**src/rtl/lcd_stream_pkg.sv**
```systemverilog
// Shared types and constants for the LCD scanline streamer.
`timescale 1ns/1ps
package lcd_stream_pkg;

  typedef enum logic [2:0] {
    ST_IDLE,
    ST_LHDR,
    ST_LNUM,
    ST_LDATA,
    ST_FHDR,
    ST_FNUM
  } stream_state_t;

  localparam logic [7:0] LINE_HDR  = 8'hA5;
  localparam logic [7:0] FRAME_HDR = 8'h5A;

  localparam int LCD_WIDTH_DEFAULT  = 160;
  localparam int LCD_HEIGHT_DEFAULT = 144;
  localparam int BYTES_PER_LINE     = LCD_WIDTH_DEFAULT / 4;

  function automatic int idx_width(input int width);
    return (width / 4 > 1) ? $clog2(width / 4) : 1;
  endfunction

  localparam int IDX_W = idx_width(LCD_WIDTH_DEFAULT);

endpackage

```
**src/rtl/lcd_line_bank.sv**
```systemverilog
// Ping-pong line storage: 2-bit pixel writes into one bank, byte reads from the other.
`timescale 1ns/1ps
module lcd_line_bank
  import lcd_stream_pkg::*;
#(
  parameter int LCD_WIDTH = LCD_WIDTH_DEFAULT,
  parameter int IW        = idx_width(LCD_WIDTH)
) (
  input  logic          clk,
  input  logic          wr_en,
  input  logic          wr_bank,
  input  logic [7:0]    wr_x,
  input  logic [1:0]    wr_col,
  input  logic          rd_bank,
  input  logic [IW-1:0] rd_idx,
  output logic [7:0]    rd_data
);

  localparam int BPL = LCD_WIDTH / 4;

  logic [7:0] mem [2][BPL];

  // pixel 4k+j lives in bits [2j+1:2j] of byte k
  always_ff @(posedge clk) begin
    if (wr_en) begin
      mem[wr_bank][wr_x[IW+1:2]][{wr_x[1:0], 1'b0} +: 2] <= wr_col;
    end
  end

  assign rd_data = mem[rd_bank][rd_idx];

endmodule

```
**src/rtl/lcd_line_streamer.sv**
```systemverilog
// Captures LCD scanlines into a ping-pong buffer and streams line / frame packets over valid/ready.
//   state    | meaning
//   ST_IDLE  | nothing to send, out_valid low
//   ST_LHDR  | line header byte 0xA5
//   ST_LNUM  | line number byte
//   ST_LDATA | packed pixel bytes from the read bank
//   ST_FHDR  | frame marker header 0x5A
//   ST_FNUM  | frame number byte
`timescale 1ns/1ps
module lcd_line_streamer
  import lcd_stream_pkg::*;
#(
  parameter int LCD_WIDTH  = LCD_WIDTH_DEFAULT,
  parameter int LCD_HEIGHT = LCD_HEIGHT_DEFAULT
) (
  input  logic       clk,
  input  logic       reset,
  input  logic       lcd_hblank,
  input  logic       lcd_vblank,
  input  logic       lcd_write,
  input  logic [1:0] lcd_col,
  input  logic [7:0] lcd_x,
  input  logic [7:0] lcd_y,
  output logic [7:0] out_data,
  output logic       out_valid,
  input  logic       out_ready,
  output logic       overflow,
  output logic [7:0] dropped_lines
);

  localparam int              BPL      = LCD_WIDTH / 4;
  localparam int              IW       = idx_width(LCD_WIDTH);
  localparam logic [8:0]      X_LIM    = 9'(LCD_WIDTH);
  localparam logic [8:0]      Y_LIM    = 9'(LCD_HEIGHT);
  localparam logic [IW-1:0]   LAST_IDX = IW'(BPL - 1);

  stream_state_t state, state_nx;
  logic [IW-1:0] idx;
  logic [7:0]    rd_data;

  logic       hblank_d, vblank_d, hb_rise, vb_rise;
  logic       wr_ok, dirty_now, commit, drop;
  logic       wr_bank, rd_bank;
  logic       line_dirty, line_pending;
  logic       frame_pending, frame_renew;
  logic [7:0] cur_line, line_now, pend_line;
  logic [7:0] frame_cnt, frame_num, fnum_hold;
  logic       accept, release_bank, frame_done;

  assign hb_rise = lcd_hblank & ~hblank_d;
  assign vb_rise = lcd_vblank & ~vblank_d;
  assign wr_ok   = lcd_write & ({1'b0, lcd_x} < X_LIM) & ({1'b0, lcd_y} < Y_LIM);

  // a write landing on the hblank edge still belongs to the line being closed
  assign dirty_now = line_dirty | wr_ok;
  assign line_now  = line_dirty ? cur_line : lcd_y;
  assign commit    = hb_rise & dirty_now & ~line_pending;
  assign drop      = hb_rise & dirty_now & line_pending;
  assign rd_bank   = ~wr_bank;

  assign accept       = out_valid & out_ready;
  assign release_bank = accept & (state == ST_LDATA) & (idx == LAST_IDX);
  assign frame_done   = accept & (state == ST_FNUM);

  lcd_line_bank #(
    .LCD_WIDTH (LCD_WIDTH),
    .IW        (IW)
  ) u_bank (
    .clk     (clk),
    .wr_en   (wr_ok),
    .wr_bank (wr_bank),
    .wr_x    (lcd_x),
    .wr_col  (lcd_col),
    .rd_bank (rd_bank),
    .rd_idx  (idx),
    .rd_data (rd_data)
  );

  always_ff @(posedge clk) begin
    if (reset) begin
      hblank_d      <= 1'b0;
      vblank_d      <= 1'b0;
      wr_bank       <= 1'b0;
      line_dirty    <= 1'b0;
      line_pending  <= 1'b0;
      cur_line      <= '0;
      pend_line     <= '0;
      overflow      <= 1'b0;
      dropped_lines <= '0;
      frame_pending <= 1'b0;
      frame_renew   <= 1'b0;
      frame_cnt     <= '0;
      frame_num     <= '0;
      fnum_hold     <= '0;
    end else begin
      hblank_d <= lcd_hblank;
      vblank_d <= lcd_vblank;

      if (wr_ok && !line_dirty) cur_line <= lcd_y;
      if (wr_ok) line_dirty <= 1'b1;
      if (hb_rise && dirty_now) line_dirty <= 1'b0;

      if (release_bank) line_pending <= 1'b0;
      if (commit) begin
        line_pending <= 1'b1;
        wr_bank      <= ~wr_bank;
        pend_line    <= line_now;
      end
      if (drop) begin
        overflow <= 1'b1;
        if (dropped_lines != 8'hFF) dropped_lines <= dropped_lines + 8'd1;
      end

      if (state == ST_FHDR && accept) fnum_hold <= frame_num;
      if (frame_done) begin
        frame_renew <= 1'b0;
        if (!frame_renew) frame_pending <= 1'b0;
      end
      // a newer marker arriving after the number byte is fixed must survive the FNUM handshake
      if (vb_rise) begin
        if (frame_pending && !frame_done) overflow <= 1'b1;
        frame_pending <= 1'b1;
        frame_num     <= frame_cnt;
        frame_cnt     <= frame_cnt + 8'd1;
        if ((state == ST_FNUM && !frame_done) || (state == ST_FHDR && accept)) frame_renew <= 1'b1;
      end
    end
  end

  always_ff @(posedge clk) begin
    if (reset) begin
      state <= ST_IDLE;
      idx   <= '0;
    end else begin
      state <= state_nx;
      if (state_nx != ST_LDATA) idx <= '0;
      else if (state == ST_LDATA && accept) idx <= idx + 1'b1;
    end
  end

  always_comb begin
    state_nx  = state;
    out_valid = 1'b1;
    out_data  = 8'h00;
    unique case (state)
      ST_IDLE: begin
        out_valid = 1'b0;
        if (line_pending || commit) state_nx = ST_LHDR;
        else if (frame_pending || vb_rise) state_nx = ST_FHDR;
      end
      ST_LHDR: begin
        out_data = LINE_HDR;
        if (accept) state_nx = ST_LNUM;
      end
      ST_LNUM: begin
        out_data = pend_line;
        if (accept) state_nx = ST_LDATA;
      end
      ST_LDATA: begin
        out_data = rd_data;
        if (release_bank) state_nx = ST_IDLE;
      end
      ST_FHDR: begin
        out_data = FRAME_HDR;
        if (accept) state_nx = ST_FNUM;
      end
      ST_FNUM: begin
        out_data = fnum_hold;
        if (accept) state_nx = ST_IDLE;
      end
      default: begin
        out_valid = 1'b0;
        state_nx  = ST_IDLE;
      end
    endcase
  end

endmodule

```
**config.mk**
```make
export PLATFORM = sky130hd
export DESIGN_NAME = lcd_line_streamer
export DESIGN_NICKNAME = d
export VERILOG_FILES = /design/src/rtl/lcd_stream_pkg.sv /design/src/rtl/lcd_line_bank.sv /design/src/rtl/lcd_line_streamer.sv
export SDC_FILE = /design/constraint.sdc
export NUM_CORES = 1
export LEC_CHECK = 0
export CORE_MARGIN = 2
export CORE_UTILIZATION = 35
export CTS_CLUSTER_DIAMETER = 60
export CTS_CLUSTER_SIZE = 28
export DETAILED_ROUTE_END_ITERATION = 10
export PLACE_DENSITY_LB_ADDON = 0.12
export SKIP_CTS_REPAIR_TIMING = 1
export SYNTH_ARGS = -nofsm -noshare
export SYNTH_HDL_FRONTEND = slang
export SYNTH_SLANG_ARGS = --single-unit
```
**constraint.sdc**
```tcl
create_clock -name clk -period 7.76 [get_ports clk]
set_input_delay 1.164 -clock clk [delete_from_list [all_inputs] [get_ports clk]]
set_output_delay 1.164 -clock clk [all_outputs]
set_load 0.05 [all_outputs]
```
---- Word level (Yosys, flattened, before mapping) ----
Memory sizes are Yosys's and may differ from the RTL's.
Cells that the tools add are included.
storage, ports and cells
  register bits after elaboration ......... 65
  bits in writable memories ............... 640
  input bits .............................. 24
  output and inout port bits .............. 18
  logic and storage cells ................. 104
  memories kept ........................... 1
operators by class
  $add $sub $neg .......................... 4
  magnitude comparators ................... 5
  eq/ne operators ......................... 9
  shift-type cells ........................ 2
  mux-type cells .......................... 29
  bitwise logic cells ..................... 18
  reductions and logical operators ........ 20
memory list
  memory      depth  width  rd ports  clocked after Yosys merged registers in  wr ports  RTL line             RTL
  u_bank.mem  2      320    1         0                                        1         lcd_line_bank.sv:21  logic [7:0] mem [2][BPL];
operators by type and width
  operator                                                                number
  320-bit two-way mux                                                     1
  8-bit binary-select mux with 6-bit select                               1
  8-bit demux with 6-bit select                                           1
  8-bit case mux with 5 select lines                                      1
  8-bit two-way mux                                                       4
  3-bit two-way mux                                                       7
  3-bit case mux with 6 select lines                                      1
  8-bit by 1-bit adder with 8-bit output (second input constant)          2
  8-bit < comparator (second input constant)                              2
  7-bit >= comparator (second input constant)                             2
  6-bit NOT with 7-bit output                                             2
  1-bit two-way mux                                                       13
  1-bit AND                                                               11
  8-bit inequality test (second input constant)                           1
  2-bit by 5-bit variable shift with 8-bit output (first input constant)  1
  2-bit by 5-bit variable part select with 8-bit output                   1
  1-bit logical AND                                                       7
  7-bit by 1-bit < comparator with 1-bit output (second input constant)   1
  6-bit by 1-bit adder with 6-bit output (second input constant)          1
  3-bit by 2-bit equality test with 1-bit output (second input constant)  2
  3-bit equality test (second input constant)                             2
  6-bit equality test (second input constant)                             1
  3-bit negation with 5-bit output                                        1
  5-bit OR reduction                                                      1
  other kinds (11)                                                        20

---- Longest topological paths before layout ----
Gate-level depths: netlist of the first run.
  depth after elaboration ................. 11
  gate-level depth with buffers ........... 9
  gate-level depth less buffers ........... 6

---- By module ----
Synthesis of the first run repeated with hierarchy kept, for this count alone.
second synthesis, totals
  cell total of the unflattened synthesis .. 1890
  area, all modules ....................... 29353.2 µm²
modules (own cells, without submodules)
  module             times used  cells each  area an instance (µm²)  sequential area each (µm²)
  lcd_line_bank      1           1540        26258.9                 19218.4
  lcd_line_streamer  1           350         3094.2                  1301.2

---- Worst setup path after synthesis of the first run ----
OpenSTA, ideal clock, no wires.
  kind .................................... input to register
  start ................................... input port lcd_x[0]
  end ..................................... memory u_bank.mem[0][0] in the netlist's numbering (data pin)
  library setup time ...................... 1.034 ns
  arrival ................................. 5.895 ns
  required time ........................... 6.726 ns
  setup slack ............................. 0.831 ns
  stages on the path ...................... 3
  buffers on the path ..................... 0
  path through ............................ inv_1 ha_1 nor4bb_1
between the ends
  longest elaborated chain between the ends .. 2
RTL lines
  what                                                   RTL line                 RTL
  start: declaration                                     lcd_line_streamer.sv:22  input logic [7:0] lcd_x,
  3-bit negation with 5-bit output                       lcd_line_bank.sv:26      mem[wr_bank][wr_x[IW+1:2]][{wr_x[1:0], 1'b0} +: 2] <= wr_col;
  2-bit by 5-bit variable part select with 8-bit output  lcd_line_bank.sv:26
  end: declaration                                       lcd_line_bank.sv:21
No other way between the ends.

---- Final worst setup path of the first run ----
  start ................................... register state[1]
  end ..................................... output port out_data[7]
between the ends
  longest elaborated chain between the ends .. 2
  elaborated cells between the ends (all ways) .. 6
  classes of those cells .................. eq/ne (5); mux (1)
RTL lines
  what                                               RTL line                  RTL
  start: declaration                                 lcd_line_streamer.sv:37   stream_state_t state, state_nx;
  start signal: assignment                           lcd_line_streamer.sv:135  state <= state_nx;
  3-bit equality test, or another cell as far along  lcd_line_streamer.sv:145  unique case (state)
  8-bit case mux with 5 select lines *               lcd_line_streamer.sv:145
  end: declaration                                   lcd_line_streamer.sv:24   output logic [7:0] out_data,
Every way passes the cells marked *; elsewhere a longest branch is shown, timed or not.

==> results_dict.tcl, run 1 <==
set metrics [dict create \
    run_status "complete, no violations" \
    cts_sink_count 705 \
    required_ns 6.60 \
    layout_worst_path_cycle_share_pct 80.0 \
    final.setup_skew_ns 0.0299 \
    max_clock_freq_mhz 161 \
    num_rows 105 \
    hold_path.class "reg2reg" \
    synth_most_common_cell "edfxtp_1" \
    tightestPinTransition_ns 1.33 \
    post-synth-top-area-fraction_pct 66.0 \
    combinationalPowerShare_pct 4.4 \
    dp_hpwl_um 48400 \
    rsz0062_at_grt "no" \
    post_synth_num_cell_types 64 \
    synth_edf_count 640 \
    setup.worst_path.start_class "register" \
    seqCellArea_um2 20500 \
    gpl.final_weighted_congestion 0.779 \
    core_region_area_um2 82200 \
    final_hold_viol_count 0 \
    final_layout_size_suffix_gt1_share_pct 17.0 \
    max-vdd-ir-drop_mv 0.141 \
    postSynthNetCount 1875 \
    number_of_global_route_vias_before_repair 16875 \
    htreeDepth 2 \
    n_fill_cell 7573 \
    synth_area_per_cell_um2 15.8 \
    netlist_top_cells_area "edfxtp_1 (66%), mux4_2 (11%), nor2_1 (5.1%), dfxtp_1 (4.5%), mux2i_1 (1.6%)" \
    report.final.setup_viol 0 \
    cts-buffers-inserted 51 \
    clock_path_buffers 3 \
    cp_data_arrival_time_ns 5.04 \
    drt-total-wl_um 77500 \
    grt.total_usage_pct 18.1 \
    reg2regPathDepth 6 \
    vias_post_dr 16156 \
    synth_sequential_area_ratio_pct 70.5 \
    final_core_utilization_pct 39.6 \
    yosysTopAreaCell "edfxtp_1" \
    synth.cell_area_um2 29100 \
    postSynthCellCount 1842 \
    pin_count_of_the_biggest_net_entering_global_routing 81 \
    number_of_flip_flops_and_latches_in_the_synthesized_netlist 705 \
    dieArea_um2 85500 \
    yosysWarnings 0 \
    seqPwrFrac_pct 56.2 \
    area_of_the_multi_input_gates_um2 8110 \
    nNetsFinal 1897 \
    power.switching_fraction_pct 23.5 \
    maxCapViolations 0 \
    setup_tns_ns 0 \
    firstDrtPassIters 5 \
    first_pass_grt_wire_length_um 114000 \
    number_of_antenna_violations_at_the_first_check_in_global_routing 0 \
    finalCriticalPeriod_ns 6.21 \
    die_h_um 292 \
    detail_route_antenna_nets 0 \
    cts.clk_slew.worst_paths_ns 0.09 \
    timing_max_transition_violations_final 0 \
    ys_dominant_reg_cell "edfxtp_1" \
    synth_commonest_cells "edfxtp_1 (640), nor2_1 (394), mux4_2 (148)" \
    async_reset_ff_share_pct 0 \
    grt.overflow.total 0 \
    hold_path_depth 2 \
    floorplan.io_pins 42 \
    post_drt_via_cell_ratio 5.43 \
    starting_density_pct 35.4 \
    post-route-drc-count 0 \
    chipWidth_um 292 \
    setup.worst_path.end_class "output pin" \
    buffer_ports.inserted 41 \
    p_leak_nw 10.0 \
    timing.slew.headroom_pct 10.5 \
    power_per_standard_cell_area_nw_per_um2 227 \
    cts_tree "built" \
    ff2ff_setup_slack_ns 4.37 \
    post_drt_wl_per_cell_um 26.1 \
    initialDrtViolationCount 1432 \
    cellInternalPower_mw 5.64 \
    worstPathMaxFanout 15 \
    root_buffer "clkbuf_16" \
    share_clk_of_total_power_pct 39.4 \
    switch_pwr_mw 1.74 \
    diodes 0 \
    clk_latency_ns 0.62 \
    areaGrowthSynthToFinish_pct 11.8 \
    path_class "reg2out" \
]
[cell type report]
type,instances,area share [%]
clock buffer,53,4.07
clock inverter,40,1.53
inverter,8,0.0922
multi-input combinational,1017,24.9
sequential,705,63.0
tap,1070,4.11
timing repair buffer,81,2.24
[layer usage]
metal  part of all wire, %  vias up  GRT usage [%]
met5                     0        -              0
met4                   1.8        0           3.99
met3                   4.8       78           2.41
met2                    47      419           29.2
met1                    46     8521           26.4
li1                      -     7138              -
[power by group through the flow]
| stage | Sequential, mW | Clock, mW | Combinational [mW] |
|---|---|---|---|
| 2_1_floorplan | 4.22 | 0 | 0.210 |
| 3_3_place_gp | 4.23 | 0 | 0.330 |
| 3_5_place_dp | 4.23 | 0 | 0.331 |
| 4_1_cts | 4.15 | 2.98 | 0.332 |
| 5_1_grt | 4.15 | 3.11 | 0.350 |
| 6_report | 4.15 | 2.91 | 0.325 |
[critical path: stages (launching register included)]
cell	delay, ns
dfxtp_1	0.64
ha_1	0.56
nand4b_1	0.27
or2_2	0.37
nor2_1	0.83
nand3_1	0.56
nand3_1	0.33
clkdlybuf4s50_1	0.84
[registers in the layout (all words and copies together), names as in the netlist, 6 cells and up]
register / flops
fnum_hold: 8
dropped_lines: 8
frame_num: 8
cur_line: 8
frame_cnt: 8
pend_line: 8
idx: 6
u_bank.mem: 640
[worst paths after layout]
| path | start | end |
|---|---|---|
| worst max register to register | wr_bank | u_bank.mem[1][165] |
| worst min-delay path | frame_num[7] | frame_num[7] |
| worst max-delay path | state[1] | out_data[7] |
| worst min register to register | frame_num[7] | frame_num[7] |
[placed cells by master, fill, tap and decap left out, types with 16 or more instances in the layout]
cell               n
edfxtp_1         640
a21oi_1           21
a211oi_1          16
dfxtp_1           61
mux2i_1           47
nor2_1           387
nand2_1          121
clkdlybuf4s50_1   40
mux2_2            18
a22oi_1           27
buf_4             38
mux4_2           148
o21ai_0           23
nand3_1           20
clkbuf_16         53
[kinds of logic after synthesis]
kind of cell | after synthesis | share of synthesized area [%]
adder cells (fa/ha/maj) | 9 | 0.387
flip-flops | 705 | 70.5
multiplexers | 215 | 13.8
AO/OA/AOI/OAI | 157 | 3.86
buffers and inverters | 120 | 1.97
XOR/XNOR | 14 | 0.421
AND/OR/NAND/NOR | 622 | 9.07
[through the flow]
stage               total power [mW]  setup slack [ns]  hold slack [ns]  instance area [um2]  instances
global route                    7.61              1.44            0.491                32600       2974
CTS                             7.46              1.62            0.471                32600       2974
finish                          7.38              1.55            0.464                32600       2974
global placement                4.56              2.29            0.453                30700       2881
floorplan                       4.43             0.831            0.436                29100       1842
detailed placement              4.57              2.33            0.455                30700       2881
(Power assumes the default switching activity.)
==> inputs of run 2 (changes only) <==
==> constraint.sdc (replaced) <==
create_clock -name clk -period 6.46 [get_ports clk]
set_input_delay 0.969 -clock clk [delete_from_list [all_inputs] [get_ports clk]]
set_output_delay 0.969 -clock clk [all_outputs]
set_load 0.05 [all_outputs]
==> run 2 against run 1 <==
  * Cell count grew 0.57%
  * Non-clock buffer count grew 7
  * Count of clock-buffer cells in the layout grew 5
  * Worst hold slack gained 0.0030 ns
  * Sequential share of layout area shrank 0.33 points
  * Total power grew 22%
  * Critical path depth is the same
  * Largest cell class unchanged
  * Largest power group unchanged
  * Highest routed layer is now met5
==> results_dict.tcl, run 2 (same netlist as run 1, synthesis figures left out) <==
set metrics [dict create \
    areaGrowthSynthToFinish_pct 12.4 \
    hold_path.class "reg2reg" \
    final.setup_skew_ns 0.0264 \
    worstPathCellList "ha_1 > nand4b_1 > or2_2 > nor2_1 > nand3_1 > o311ai_1 > clkdlybuf4s50_1" \
    final_cell_count_no_fill 2991 \
    largest_register_ff_count 640 \
    rsz0062_at_grt "no" \
    detail_route_antenna_nets 0 \
    timing.hold.worst.start "frame_num[6]" \
    setup.worst_path.start_class "register" \
    run_status "complete, no violations" \
    required_ns 5.49 \
    mostFrequentLayoutCell "edfxtp_1" \
    number_of_global_route_vias_before_repair 16847 \
    post-route-drc-count 0 \
    crit_path_setup_slack_layout_ns 0.537 \
    setup.worst_path.end_class "output pin" \
    finalCriticalPeriod_ns 5.92 \
    initialDrtViolationCount 1541 \
    tightestPinTransition_ns 1.29 \
    n_fill_cell 7566 \
    worstPathMaxFanout 15 \
    max-vdd-ir-drop_mv 0.226 \
    buffer_ports.inserted 41 \
    area_of_the_multi_input_gates_um2 8110 \
    detailedPlace.worstSlack_ns 1.21 \
    path_class "reg2out" \
    timing_max_transition_violations_final 0 \
    timing.slew.headroom_pct 13.6 \
    chipWidth_um 292 \
    maxCapViolations 0 \
    gpl.final_weighted_congestion 0.799 \
    die_h_um 292 \
    cts_tree "built" \
    report.final.setup_viol 0 \
    ff2ff_setup_slack_ns 3.69 \
    vias_post_dr 16193 \
    worst_path_max_delay_cell "clkdlybuf4s50_1" \
    cts-buffers-inserted 55 \
    cts.clk_slew.worst_paths_ns 0.07 \
    root_buffer "clkbuf_16" \
    max_clock_freq_mhz 169 \
    placedCellCount 2888 \
    placed_cell_area_um2 30800 \
    worst_r2r_startpoint "state[1]" \
    grt.overflow.total 0 \
    clk_latency_ns 0.65 \
    power_per_standard_cell_area_nw_per_um2 275 \
    cts_sink_count 705 \
    floorplan.io_pins 42 \
    p_leak_nw 10.1 \
    diodes 0 \
    dp_hpwl_um 49200 \
    nNetsFinal 1908 \
    final_layout_size_suffix_gt1_share_pct 17.6 \
    non_filler_cell_area_final_um2 32700 \
    htreeDepth 2 \
    pin_count_of_the_biggest_net_entering_global_routing 63 \
    final_cell_mix "edfxtp_1 (640), nor2_1 (387), mux4_2 (148), nand2_1 (121), dfxtp_1 (61)" \
    firstDrtPassIters 5 \
    startpoint "state[1]" \
    number_of_antenna_violations_at_the_first_check_in_global_routing 2 \
    timing.critical_path.slowest_cell_delay_ns 0.90 \
    post_drt_wl_per_cell_um 25.7 \
    starting_density_pct 35.4 \
    cp_data_arrival_time_ns 4.95 \
    setup_tns_ns 0 \
    dieArea_um2 85500 \
    seqCellArea_um2 20500 \
    num_rows 105 \
    layout_worst_path_cycle_share_pct 91.7 \
    final_hold_viol_count 0 \
    first_pass_grt_wire_length_um 113000 \
    core_region_area_um2 82200 \
    grt.total_usage_pct 18.0 \
    final_core_utilization_pct 39.8 \
    post_drt_via_cell_ratio 5.41 \
    clock_path_buffers 3 \
    drt-total-wl_um 76900 \
]
-- run 2: layout make-up --
type                            count  share of cell area [%]
Sequential cell                   705                    62.7
Multi-Input combinational cell   1017                    24.8
Clock buffer                       58                    4.30
Tap cell                         1070                    4.09
Timing Repair Buffer               88                    2.47
Clock inverter                     45                    1.56
Inverter                            8                  0.0917
-- run 2: through the flow --
step / power [mW] / hold WS, ns
2_1_floorplan: 5.33 / 0.436
3_3_place_gp: 5.49 / 0.454
3_5_place_dp: 5.49 / 0.454
4_1_cts: 9.11 / 0.470
5_1_grt: 9.29 / 0.492
6_report: 9.01 / 0.467
-- run 2: worst paths after layout --
| kind | end | cells after the start |
|---|---|---|
| setup / recovery | out_data[2] | 7 |
| hold / removal | frame_num[6] | 2 |
| hold reg to reg | frame_num[6] | 2 |
| setup reg to reg | idx[1] | 6 |
-- run 2: layer usage --
| layer | GRT usage (%) | wire length (um) |
|---|---|---|
| met1 | 25.5 | 34600 |
| met2 | 28.2 | 35500 |
| met3 | 3.54 | 4670 |
| met4 | 5.23 | 2050 |
| met5 | 0 | 13 |
-- run 2: critical path, delay by kind of cell (launching register included) --
| kind | cells | cell delay (ns) |
|---|---|---|
| simple gates | 4 | 1.81 |
| fa+ha+maj | 1 | 0.63 |
| flops | 1 | 0.63 |
| buf+inv | 1 | 0.90 |
| compound gates | 1 | 0.32 |
-- run 2: report_power, final --
part           switching (mW)  internal [mW]
clock network            1.83           1.80
registers              0.0238           4.95
logic                   0.261          0.138
==> inputs of run 3 (changes only) <==
--- a/config.mk
+++ b/config.mk
@@ -10,6 +10,7 @@
 export CTS_CLUSTER_DIAMETER = 60
 export CTS_CLUSTER_SIZE = 28
 export DETAILED_ROUTE_END_ITERATION = 10
+export MAX_ROUTING_LAYER = met4
 export PLACE_DENSITY_LB_ADDON = 0.12
 export SKIP_CTS_REPAIR_TIMING = 1
 export SYNTH_ARGS = -nofsm -noshare
==> run 3 against run 2 <==
  * Sequential share of layout area barely moved
  * Combinational power is essentially flat
  * First-iteration DRC count rose by 0.26%
  * Cell count barely moved
  * Non-clock buffer count unchanged
  * Clock skew increased by 0.0015 ns
  * Clock power about the same
  * Utilization hardly changed
  * Total power about the same
  * Largest cell class unchanged
  * Largest power group unchanged
==> results_dict.tcl, run 3 (same netlist as run 1, synthesis figures left out) <==
set metrics [dict create \
    required_ns 5.49 \
    nNetsFinal 1908 \
    hold_path_depth 2 \
    path_class "reg2out" \
    seqPwrFrac_pct 55.3 \
    timing_max_transition_violations_final 0 \
    grt_busiest_layer "met2" \
    areaGrowthSynthToFinish_pct 12.4 \
    layout_worst_path_cycle_share_pct 91.9 \
    die_h_um 292 \
    final.setup_skew_ns 0.0279 \
    number_of_antenna_violations_at_the_first_check_in_global_routing 3 \
    vias_post_dr 16283 \
    cts_sink_count 705 \
    final_cell_mix "edfxtp_1 (640), nor2_1 (387), mux4_2 (148), nand2_1 (121), dfxtp_1 (61)" \
    detail_route_antenna_nets 0 \
    met1_usage_pct 25.6 \
    n_fill_cell 7566 \
    final_layout_size_suffix_gt1_share_pct 17.6 \
    rsz0062_at_grt "no" \
    finalCriticalPeriod_ns 5.94 \
    worstPathMaxFanout 15 \
    pin_count_of_the_biggest_net_entering_global_routing 63 \
    setup.worst_path.start_class "register" \
    clk_latency_ns 0.65 \
    max_clock_freq_mhz 168 \
    hold_path.class "reg2reg" \
    timing.critical_path.slowest_cell_delay_ns 0.90 \
    core_region_area_um2 82200 \
    first_pass_grt_wire_length_um 113000 \
    tightestPinTransition_ns 1.30 \
    grt.total_usage_pct 18.5 \
    cts-buffers-inserted 55 \
    power.switching_fraction_pct 23.4 \
    starting_density_pct 35.4 \
    largest_register_ff_count 640 \
    setup_tns_ns 0 \
    clock_path_buffers 3 \
    run_status "complete, no violations" \
    final_hold_viol_count 0 \
    timing.slew.headroom_pct 13.2 \
    cts_tree "built" \
    floorplan.io_pins 42 \
    placedCellCount 2888 \
    globalRouteMet2Util_pct 28.2 \
    initialDrtViolationCount 1545 \
    cts.clk_slew.worst_paths_ns 0.08 \
    worstPathCellList "ha_1 > nand4b_1 > or2_2 > nor2_1 > nand3_1 > o311ai_1 > clkdlybuf4s50_1" \
    buffer_ports.inserted 41 \
    switch_pwr_mw 2.11 \
    post_drt_via_cell_ratio 5.44 \
    drt-total-wl_um 76700 \
    final_cell_count_no_fill 2993 \
    dieArea_um2 85500 \
    dp_hpwl_um 49200 \
    chipWidth_um 292 \
    gpl.final_weighted_congestion 0.811 \
    post_drt_wl_per_cell_um 25.6 \
    p_leak_nw 10.1 \
    reg2regPathDepth 6 \
    power_per_standard_cell_area_nw_per_um2 275 \
    global_route.usage.met3_pct 3.35 \
    cp_data_arrival_time_ns 4.97 \
    mostFrequentLayoutCell "edfxtp_1" \
    number_of_global_route_vias_before_repair 16820 \
    grt.overflow.total 0 \
    worst_path_max_delay_cell "clkdlybuf4s50_1" \
    post-layout-total-power_mw 9.00 \
    final_core_utilization_pct 39.8 \
    share_clk_of_total_power_pct 40.3 \
    maxCapViolations 0 \
    combinationalPowerShare_pct 4.4 \
    htreeDepth 2 \
    cellInternalPower_mw 6.90 \
    post-route-drc-count 0 \
    report.final.setup_viol 0 \
    firstDrtPassIters 7 \
    root_buffer "clkbuf_16" \
    setup.worst_path.end_class "output pin" \
    num_rows 105 \
    max-vdd-ir-drop_mv 0.225 \
    final.hold.worst_slack_ns 0.467 \
]
-- run 3: cell count changes in the layout (fill, tap and decap cells not counted) --
| cell | change |
|---|---|
| diode_2 | +2 |
-- run 3: power groups by stage --
stage / registers (mW) / clock network (mW) / logic, mW
6_report: 4.98 / 3.63 / 0.399
5_1_grt: 4.98 / 3.88 / 0.431
4_1_cts: 4.98 / 3.72 / 0.406
3_5_place_dp: 5.08 / 0 / 0.405
3_3_place_gp: 5.08 / 0 / 0.405
2_1_floorplan: 5.07 / 0 / 0.253
-- run 3: routing by layer --
metal	routed length, um	vias up	part of all wire [%]
li1	-	7158	-
met1	34500	8539	45
met2	35300	479	46
met3	4810	107	6.3
met4	2040	0	2.7
met5	0	-	0
-- run 3: stage by stage --
stage	worst slack, ns	cell area, um2
after global placement	1.17	30800
final	0.525	32700
after detailed placement	1.21	30800
after global routing	0.287	32700
after floorplan	-0.274	29100
after CTS	0.502	32700
-- run 3: layout make-up --
class                           count  area [um2]  share of cell area (%)
Antenna cell                        2        5.00                  0.0153
Clock buffer                       58        1410                    4.30
Clock inverter                     45         510                    1.56
Inverter                            8        30.0                  0.0917
Multi-Input combinational cell   1017        8110                    24.8
Sequential cell                   705       20500                    62.7
Tap cell                         1070        1340                    4.09
Timing Repair Buffer               88         808                    2.47
-- run 3: worst paths after layout --
kind	startpoint	end	slack [ns]
hold / removal	frame_num[6]	frame_num[6]	0.47
setup reg to reg	state[1]	idx[1]	3.69
hold reg to reg	frame_num[6]	frame_num[6]	0.47
setup / recovery	state[1]	out_data[2]	0.52
-- run 3: critical path: cells and delay by family (launching register included) --
kind / cells / cell delay, ns
simple gates: 4 / 1.83
fa+ha+maj: 1 / 0.64
buf+inv: 1 / 0.90
compound gates: 1 / 0.33
flops: 1 / 0.63
